### src/rtl/rsa_pkg.sv
// rtl/rsa_pkg.sv - shared types and constants for the RSA host sequencer
package rsa_pkg;

  typedef enum logic [3:0] {
    IDLE,
    CMD,
    LOAD_N,
    LOAD_E,
    LOAD_M,
    START,
    WAIT,
    RD_ADDR,
    RD_CAP,
    SEND,
    ERR
  } state_e;

  localparam logic [1:0] REG_SEL_RES = 2'd0;
  localparam logic [1:0] REG_SEL_M   = 2'd1;
  localparam logic [1:0] REG_SEL_E   = 2'd2;
  localparam logic [1:0] REG_SEL_N   = 2'd3;

  localparam int         NBYTES_DEFAULT = 32;
  localparam logic [7:0] ERR_BYTE       = 8'hEE;

  // Core register addressed while the sequencer sits in a given state
  function automatic logic [1:0] reg_sel_of(state_e s);
    case (s)
      LOAD_N:  return REG_SEL_N;
      LOAD_E:  return REG_SEL_E;
      LOAD_M:  return REG_SEL_M;
      default: return REG_SEL_RES;
    endcase
  endfunction

endpackage

### src/rtl/rsa_timeout_cnt.sv
// rtl/rsa_timeout_cnt.sv - saturating cycle counter bounding the wait for core completion
module rsa_timeout_cnt #(
  parameter int TIMEOUT = 1048576,
  parameter int CW      = $clog2(TIMEOUT + 1)
) (
  input  logic          clk,
  input  logic          reset,
  input  logic          clear_i,
  input  logic          enable_i,
  output logic [CW-1:0] count_o,
  output logic          expired_o
);

  logic [CW-1:0] count_q;

  assign count_o   = count_q;
  assign expired_o = (count_q == CW'(TIMEOUT));

  // Count enabled cycles, holding at TIMEOUT so expiry stays asserted
  always_ff @(posedge clk) begin
    if (reset || clear_i) begin
      count_q <= '0;
    end else if (enable_i && !expired_o) begin
      count_q <= count_q + CW'(1);
    end
  end

endmodule

### src/rtl/rsa_host_seq.sv
// rtl/rsa_host_seq.sv - byte-stream host sequencer loading operands into an RSA core and returning the result
module rsa_host_seq
  import rsa_pkg::*;
#(
  parameter int NBYTES  = NBYTES_DEFAULT,
  parameter int TIMEOUT = 1048576
) (
  input  logic       clk,
  input  logic       reset,
  input  logic       rx_valid,
  input  logic [7:0] rx_data,
  output logic       rx_ready,
  output logic       tx_valid,
  output logic [7:0] tx_data,
  input  logic       tx_ready,
  output logic       core_we_n,
  output logic       core_oe_n,
  output logic       core_start_n,
  output logic [1:0] core_reg_sel,
  output logic [4:0] core_addr,
  output logic [7:0] core_wdata,
  input  logic [7:0] core_rdata,
  input  logic       core_ready,
  output logic       busy
);

  localparam int         CW       = $clog2(TIMEOUT + 1);
  localparam logic [4:0] ADDR_TOP = 5'(NBYTES - 1);

  state_e        state_q, state_d;
  logic [4:0]    addr_q, addr_d;
  logic          reload_e_q, reload_e_d;
  logic [7:0]    tx_data_q, tx_data_d;
  logic          rx_ready_q;
  logic          tx_valid_q;
  logic          core_oe_n_q;
  logic          core_start_n_q;
  logic          busy_q;
  logic [1:0]    reg_sel_q;

  logic          in_load;
  logic          rx_fire;
  logic          tx_fire;
  logic [CW-1:0] wait_count;
  logic          wait_expired;

  assign in_load = (state_q == LOAD_N) || (state_q == LOAD_E) || (state_q == LOAD_M);
  assign rx_fire = rx_valid && rx_ready_q;
  assign tx_fire = tx_valid_q && tx_ready;

  rsa_timeout_cnt #(
    .TIMEOUT (TIMEOUT),
    .CW      (CW)
  ) u_timeout (
    .clk       (clk),
    .reset     (reset),
    .clear_i   (state_q == START),
    .enable_i  (state_q == WAIT),
    .count_o   (wait_count),
    .expired_o (wait_expired)
  );

  // The write strobe must coincide with the accepted byte, so it is the only strobe decoded from the handshake
  assign core_we_n    = !(in_load && rx_fire);
  assign core_wdata   = in_load ? rx_data : 8'h00;
  assign core_addr    = addr_q;
  assign core_reg_sel = reg_sel_q;
  assign core_oe_n    = core_oe_n_q;
  assign core_start_n = core_start_n_q;
  assign rx_ready     = rx_ready_q;
  assign tx_valid     = tx_valid_q;
  assign tx_data      = tx_data_q;
  assign busy         = busy_q;

  // Next-state, address walk and holding-register update
  always_comb begin
    state_d    = state_q;
    addr_d     = addr_q;
    reload_e_d = reload_e_q;
    tx_data_d  = tx_data_q;
    case (state_q)
      IDLE: state_d = CMD;
      CMD: begin
        if (rx_fire) begin
          reload_e_d = rx_data[1];
          addr_d     = ADDR_TOP;
          if (rx_data[0])      state_d = LOAD_N;
          else if (rx_data[1]) state_d = LOAD_E;
          else                 state_d = LOAD_M;
        end
      end
      LOAD_N, LOAD_E, LOAD_M: begin
        if (rx_fire) begin
          if (addr_q == 5'd0) begin
            // Re-arm the address for the next operand, or for the result read-out after M
            addr_d = ADDR_TOP;
            if (state_q == LOAD_N)      state_d = reload_e_q ? LOAD_E : LOAD_M;
            else if (state_q == LOAD_E) state_d = LOAD_M;
            else                        state_d = START;
          end else begin
            addr_d = addr_q - 5'd1;
          end
        end
      end
      START: state_d = WAIT;
      WAIT: begin
        // core_ready may still be stale from the previous run during the first two cycles
        if ((wait_count >= CW'(2)) && core_ready) begin
          state_d = RD_ADDR;
        end else if (wait_expired) begin
          state_d   = ERR;
          tx_data_d = ERR_BYTE;
        end
      end
      RD_ADDR: state_d = RD_CAP;
      RD_CAP: begin
        tx_data_d = core_rdata;
        state_d   = SEND;
      end
      SEND: begin
        if (tx_fire) begin
          if (addr_q == 5'd0) begin
            state_d = IDLE;
          end else begin
            addr_d  = addr_q - 5'd1;
            state_d = RD_ADDR;
          end
        end
      end
      ERR: begin
        if (tx_fire) state_d = IDLE;
      end
      default: state_d = IDLE;
    endcase
  end

  // State register with outputs registered from the next state
  always_ff @(posedge clk) begin
    if (reset) begin
      state_q        <= IDLE;
      addr_q         <= 5'd0;
      reload_e_q     <= 1'b0;
      tx_data_q      <= 8'h00;
      rx_ready_q     <= 1'b0;
      tx_valid_q     <= 1'b0;
      core_oe_n_q    <= 1'b1;
      core_start_n_q <= 1'b1;
      busy_q         <= 1'b0;
      reg_sel_q      <= REG_SEL_RES;
    end else begin
      state_q        <= state_d;
      addr_q         <= addr_d;
      reload_e_q     <= reload_e_d;
      tx_data_q      <= tx_data_d;
      rx_ready_q     <= (state_d inside {CMD, LOAD_N, LOAD_E, LOAD_M});
      tx_valid_q     <= (state_d inside {SEND, ERR});
      core_oe_n_q    <= (state_d != RD_ADDR);
      core_start_n_q <= (state_d != START);
      busy_q         <= (state_d != IDLE);
      reg_sel_q      <= reg_sel_of(state_d);
    end
  end

endmodule

### config.mk
export PLATFORM = sky130hd
export DESIGN_NAME = rsa_host_seq
export DESIGN_NICKNAME = d
export VERILOG_FILES = /design/src/rtl/rsa_pkg.sv /design/src/rtl/rsa_timeout_cnt.sv /design/src/rtl/rsa_host_seq.sv
export SDC_FILE = /design/constraint.sdc
export NUM_CORES = 1
export LEC_CHECK = 0
export ABC_AREA = 1
export BUFFER_PORTS_ARGS = -buffer_cell sky130_fd_sc_hd__buf_2
export CAP_MARGIN = 20
export CORE_ASPECT_RATIO = 0.8
export CORE_UTILIZATION = 56
export DETAILED_ROUTE_END_ITERATION = 16
export PLACE_DENSITY_LB_ADDON = 0.08
export SETUP_SLACK_MARGIN = 0.4
export SLEW_MARGIN = 20
export SYNTH_ARGS = -nofsm -noshare
export SYNTH_HDL_FRONTEND = slang
export SYNTH_SLANG_ARGS = --single-unit
### constraint.sdc
create_clock -name clk -period 2.25 [get_ports clk]
set_input_delay 0.45 -clock clk [delete_from_list [all_inputs] [get_ports clk]]
set_output_delay 0.45 -clock clk [all_outputs]
set_load 0.01 [all_outputs]
Word-level counts from Yosys, hierarchy flattened
Cells that the tools add are included.

storage, ports and cells
  logic and storage cells = 85
  bits in registers = 46
  output and inout bits = 29

operators by class
  order comparisons = 1
  add/sub/neg operators = 2
  equal/unequal tests = 25
  reductions and logical operators = 21
  multiplexer cells = 25

operators by type and width
  cell                                                    count
  case mux 4 bit (9 select lines)                         1
  2-to-1 mux 4 bit                                        7
  2-to-1 mux 5 bit                                        5
  2-to-1 mux 8 bit                                        3
  adder 21 x 1 -> 21 bit (second input constant)          1
  equality test 21 bit (second input constant)            1
  >= comparator 21 x 2 -> 1 bit (second input constant)   1
  equality test 4 x 3 -> 1 bit (second input constant)    5
  equality test 4 bit (second input constant)             5
  equality test 4 x 2 -> 1 bit (second input constant)    4
  case mux 8 bit (2 select lines)                         1
  2-to-1 mux 3 bit                                        5
  case mux 5 bit (3 select lines)                         1
  inequality test 2 bit (second input constant)           6
  equality test 4 x 1 -> 1 bit (second input constant)    2
  inequality test 4 x 3 -> 1 bit (second input constant)  2
  nonzero test 4 bit                                      2
  case mux 2 bit (3 select lines)                         1
  logical AND 1 bit                                       5
  logical NOT 5 bit                                       1
  AND reduction 5 bit                                     1
  subtractor 5 x 1 -> 5 bit (second input constant)       1
  logical NOT 4 bit                                       1
  nonzero test 2 bit                                      2
  other kinds (7)                                         10

Logic depth before layout (Yosys ltp)
  word-level depth = 8
  depth in mapped cells = 13

Cells and area by module
A second synthesis with hierarchy kept.

unflattened totals
  cell total of the unflattened synthesis = 430
  area total of the unflattened synthesis = 2726.4 µm²

by module, submodules not included
  module           area an instance (µm²)  seq. area each (µm²)  times used  cells an instance
  rsa_host_seq     1416.4                  500.5                 1           225
  rsa_timeout_cnt  1310.0                  420.4                 1           205

Least setup slack after synthesis
Ideal clock, no wire load.

  path kind = register to register
  start point = register addr_q[0] (netlist: core_addr[0])
  end point = register tx_valid_q (netlist: tx_valid)
  data required time = 2.135 ns
  buffers on the path = 0
  path slack = 0.657 ns
  arrival = 1.478 ns
  period minus slack after synthesis = 1.593 ns
  cell stages (with the launch flop) = 13
  cell sequence = dfxtp_1 -> inv_1 -> ha_1 -> inv_1 -> nor2_2 -> nand2_1 -> nand3_2 -> nand2_1 -> inv_1 -> nand2_1 -> nor2_4 -> nor2_2 -> o21a_1

on the way
  cells in the longest elaborated chain, start to end = 6
  elaborated cells between the ends (all ways) = 9
  those cells by class = eq/ne (2); mux (5); reduce/logical (2)

RTL lines
  element                                               RTL line                                 source
  start, declared                                       rsa_host_seq.sv:31                       logic [4:0] addr_q, addr_d;
  start signal, assigned                                rsa_host_seq.sv:152                      addr_q <= addr_d;
  logical NOT 5 bit *                                   rsa_host_seq.sv:94, rsa_host_seq.sv:122
  2-to-1 mux 3 bit or 2-to-1 mux 4 bit (tied branches)  rsa_host_seq.sv:122, rsa_host_seq.sv:94
  2-to-1 mux 4 bit, on equally long branches            rsa_host_seq.sv:121, rsa_host_seq.sv:93
  case mux 4 bit (9 select lines) *                     rsa_host_seq.sv:81                       case (state_q)
  equality test 4 bit                                   rsa_host_seq.sv:156                      tx_valid_q <= (state_d inside {SEND, ERR});
  nonzero test 2 bit *                                  rsa_host_seq.sv:156
  end signal, assigned                                  rsa_host_seq.sv:156
  end, declared                                         rsa_host_seq.sv:35                       logic tx_valid_q;

Every way passes the cells marked *; elsewhere a longest branch is shown, timed or not.
A chain may end at the register's enable or synchronous reset.

Worst setup path in the final report
  start point = register state_q[1]
  end point = output core_wdata[4]

on the way
  cells in the longest elaborated chain, start to end = 4
  elaborated cells between the ends (all ways) = 6
  those cells by class = eq/ne (3); mux (1); reduce/logical (2)

RTL lines
  element                       RTL line             source
  start, declared               rsa_host_seq.sv:30   state_e state_q, state_d;
  start signal, assigned        rsa_host_seq.sv:151  state_q <= state_d;
  equality test 4 x 2 -> 1 bit  rsa_host_seq.sv:47   assign in_load = (state_q == LOAD_N) || (state_q == LOAD_E) || (state_q == LOAD_M);
  logical OR 1 bit              rsa_host_seq.sv:47
  logical OR 1 bit *            rsa_host_seq.sv:47
  2-to-1 mux 8 bit *            rsa_host_seq.sv:65   assign core_wdata = in_load ? rx_data : 8'h00;
  end, declared                 rsa_host_seq.sv:21   output logic [7:0] core_wdata,

Marked as above.

==> impl_results.md <==
- Outcome: complete, but fails checks
- Failing checks: design-rule violations
- Syn Nets: 434
- Vias in the first global route: 2385
- Die ar.: 0.00508 sq mm
- CP Capture Type: output port
- Count of warnings emitted by yosys: 0
- Clk slew on worst S/H paths: 90 ps
- Mapped Cells: 409
- Place WS: 352 ps
- Drt drc: 1
- Util after Layout: 0.710
- Yosys top cell by area: dfxtp_1
- Period utilization: 0.802
- PD cells: 528 mW/mm^2
- Top post-synthesis cells by area: dfxtp_1 34%, nand2_1 14%, inv_1 8.5%
- Core Area: 0.00460 sq mm
- Peak supply drop: 0.000338 V
- Minimum clock period: 1800 ps
- Unique cell type count in the Yosys netlist: 34
- All-Layer GR Usage: 0.272
- Post-Syn Area: 0.00269 sq mm
- Pin count of the biggest net entering global routing: 19
- Rows: 22
- Nets@finish: 496
- Via Count: 2803
- Final hold viol count: 0
- Routed wire length: 6.67 mm
- Final setup TNS: 0 ps
- Top_reg_cell synth: dfxtp_1
- Die width: 79.5 um
- Worst EP arrival: 1350 ps
- I/O pin cnt: 50
- RSZ-0062 raised after global routing: yes
- Mapped Avg Cell Area: 6.57 sq um
- Layout cells sized above 1: 0.246
- Crit path cell chain: nor2_4, inv_2, o21ai_4, inv_4, nor2_1, buf_2
- PortBufs: 49
- Final max-slew violation count: 0
- CP Launch Type: flip-flop
- Max-slew headroom: 0.725
- Hold WC Path Type: input pin to flip-flop
- P&R area growth vs syn: 21.5%
- Detailed Route Iter0 Violations: 221
- CTS tree: built
- Num CTS Buffers: 5
- Final worst-path setup slack: 445 ps
- Number of synthesized flops with an enable pin: 0
- Die Y: 64.0 um
- Setup CP Type: flip-flop to output port
- Async SR Flop Fraction: 0
- Max cap viols: 0
- Flop and latch count out of synthesis: 46
- Placed Instance Area: 0.00300 sq mm
- Final antenna-violating net count: 0
- HPWL after detailed placement: 4.94 mm
- R2R Setup Slk: 480 ps
- CP max FO: 9
- Starting Density: 0.585
- # clock sinks: 46
- Synth top area share: 0.343
- Filler instances: 428
- # placed instances: 514
- Fmax: 554 MHz
- Clk_lat worst skew: 290 ps
- Crit path max-delay family: flip-flops
- Fin Hold WS: 390 ps
- Clk buf depth: 2
- Register area share after synthesis: 0.343
- Final Non-Filler Cells: 532
- Grt ovf: 0
- Most common cell in the synthesized netlist: nand2_1
- Fin area: 0.00326 sq mm
- Total power: 1.72 mW
- Global-route wire length before repair: 10.8 mm
- Clk root buf: clkbuf_8
- Initial antenna violation count: 0
- Final setup fails: 0
- CP max stage cell: dfxtp_4
- Clock Skew: 7.38 ps
- Routed wire per std cell: 12.5 um
- Leakage dissipation: 1.63 nW
- Vias per cell: 5.27
- Synth top cells by count: 98 x nand2_1, 61 x inv_1, 52 x nor2_1
- Least-Margin Pin Slew: 412 ps
- CTS H-tree lvls: 2
- Final GP Congestion: 0.997
- Crit-path max cell delay: 370 ps
- Antenna cell count: 0
- Pre-antenna DRT Iters: 11
- Worst path required time: 1800 ps
- Buf+Inv Stages, Crit Path: 3
-- layout make-up --
class | instances | area (sq um) | area share
clock buffers | 7 | 86.3 | 0.0264
multi-input cells | 291 | 1560 | 0.477
flip-flops and latches | 46 | 935 | 0.286
inverters | 67 | 265 | 0.0813
clock inverters | 1 | 8.76 | 0.00268
well taps | 60 | 75.1 | 0.0230
repair buffers | 60 | 338 | 0.103
-- logic make-up after synthesis --
kind of cell | count (synthesis) | synth area share
fa+ha+maj | 4 | 0.0186
flops | 46 | 0.343
xor+xnor | 13 | 0.0424
compound gates | 50 | 0.114
simple gates | 223 | 0.379
buf+inv | 73 | 0.103
-- report_power, final --
part           internal, mW  leakage [nW]  switching [mW]  total [mW]
sequential            0.844         0.376          0.0299       0.874
clock                 0.254        0.0489           0.276       0.530
combinational         0.121          1.20           0.200       0.321
total                  1.22          1.63           0.505        1.72
-- flip-flops by register name, summed over array words and instances (netlist names) --
| signal | flops |
|---|---|
| busy | 1 |
| core_addr | 5 |
| core_oe_n | 1 |
| core_reg_sel | 2 |
| core_start_n | 1 |
| reload_e_q | 1 |
| rx_ready | 1 |
| state_q | 4 |
| tx_data | 8 |
| tx_valid | 1 |
| u_timeout.count_o | 21 |
-- repair_timing --
item / 4_1_cts / 5_1_grt
cloned: 0 / 1
pin swaps: 3 / 3
setup buffers: 3 / 6
resized for setup: 5 / 28
setup endpoints to repair: 11 / 24
hold buffers: 0 / 0
-- worst reg2reg max path: stages, from the launching register on --
cell	delay (ps)
dfxtp_2	380
inv_1	90
ha_1	190
nand3b_1	140
nor2_1	80
nand3_1	120
nand3_2	150
nand3_2	140
nor2_2	170
nand2_1	90
a21oi_1	150
-- worst paths after layout --
check	startpoint	endpoint	cells past startpoint
worst min-delay path	core_rdata[1]	tx_data[1]$_SDFFE_PP0P_	3
worst max register to register	u_timeout.count_o[0]$_SDFFE_PP0P_	rx_ready$_SDFF_PP0_	10
worst min register to register	tx_data[0]$_SDFFE_PP0P_	tx_data[0]$_SDFFE_PP0P_	2
worst max-delay path	state_q[1]$_SDFF_PP0_	core_wdata[4]	6
-- metal layers --
| layer | global-route usage | vias up | share of wire |
|---|---|---|---|
| met3 | 0.0729 | 6 | 0.077 |
| met4 | 0.0477 | 0 | 0.0051 |
| met5 | 0 | - | 0 |
| met2 | 0.385 | 108 | 0.42 |
| li1 | - | 1430 | - |
| met1 | 0.410 | 1259 | 0.50 |
-- cell usage in the layout (no fill, tap or decap), types with 2 or more instances in the layout --
cell type | Yosys | routed
nand2_1 | 98 | 94
inv_1 | 61 | 58
nor3_1 | 11 | 11
nor3b_2 | 2 | 2
inv_2 | 5 | 4
dfxtp_2 | 0 | 5
nand2_2 | 3 | 6
a21oi_1 | 22 | 22
ha_1 | 4 | 4
nand2_4 | 1 | 2
nor4_1 | 3 | 3
nand3_1 | 32 | 30
clkbuf_8 | 0 | 6
nor2_1 | 52 | 49
nand4_1 | 5 | 5
nor2_4 | 3 | 6
o21a_1 | 2 | 2
a31oi_1 | 6 | 6
buf_2 | 2 | 48
buf_6 | 0 | 2
inv_4 | 0 | 3
xor2_1 | 7 | 7
inv_6 | 0 | 2
xnor2_1 | 6 | 6
nor2_2 | 6 | 6
o21ai_0 | 9 | 9
buf_4 | 0 | 10
nand3_2 | 4 | 6
dfxtp_1 | 46 | 39
o211ai_1 | 6 | 6
dfxtp_4 | 0 | 2
Note: power is estimated with default switching activity, not from simulation.
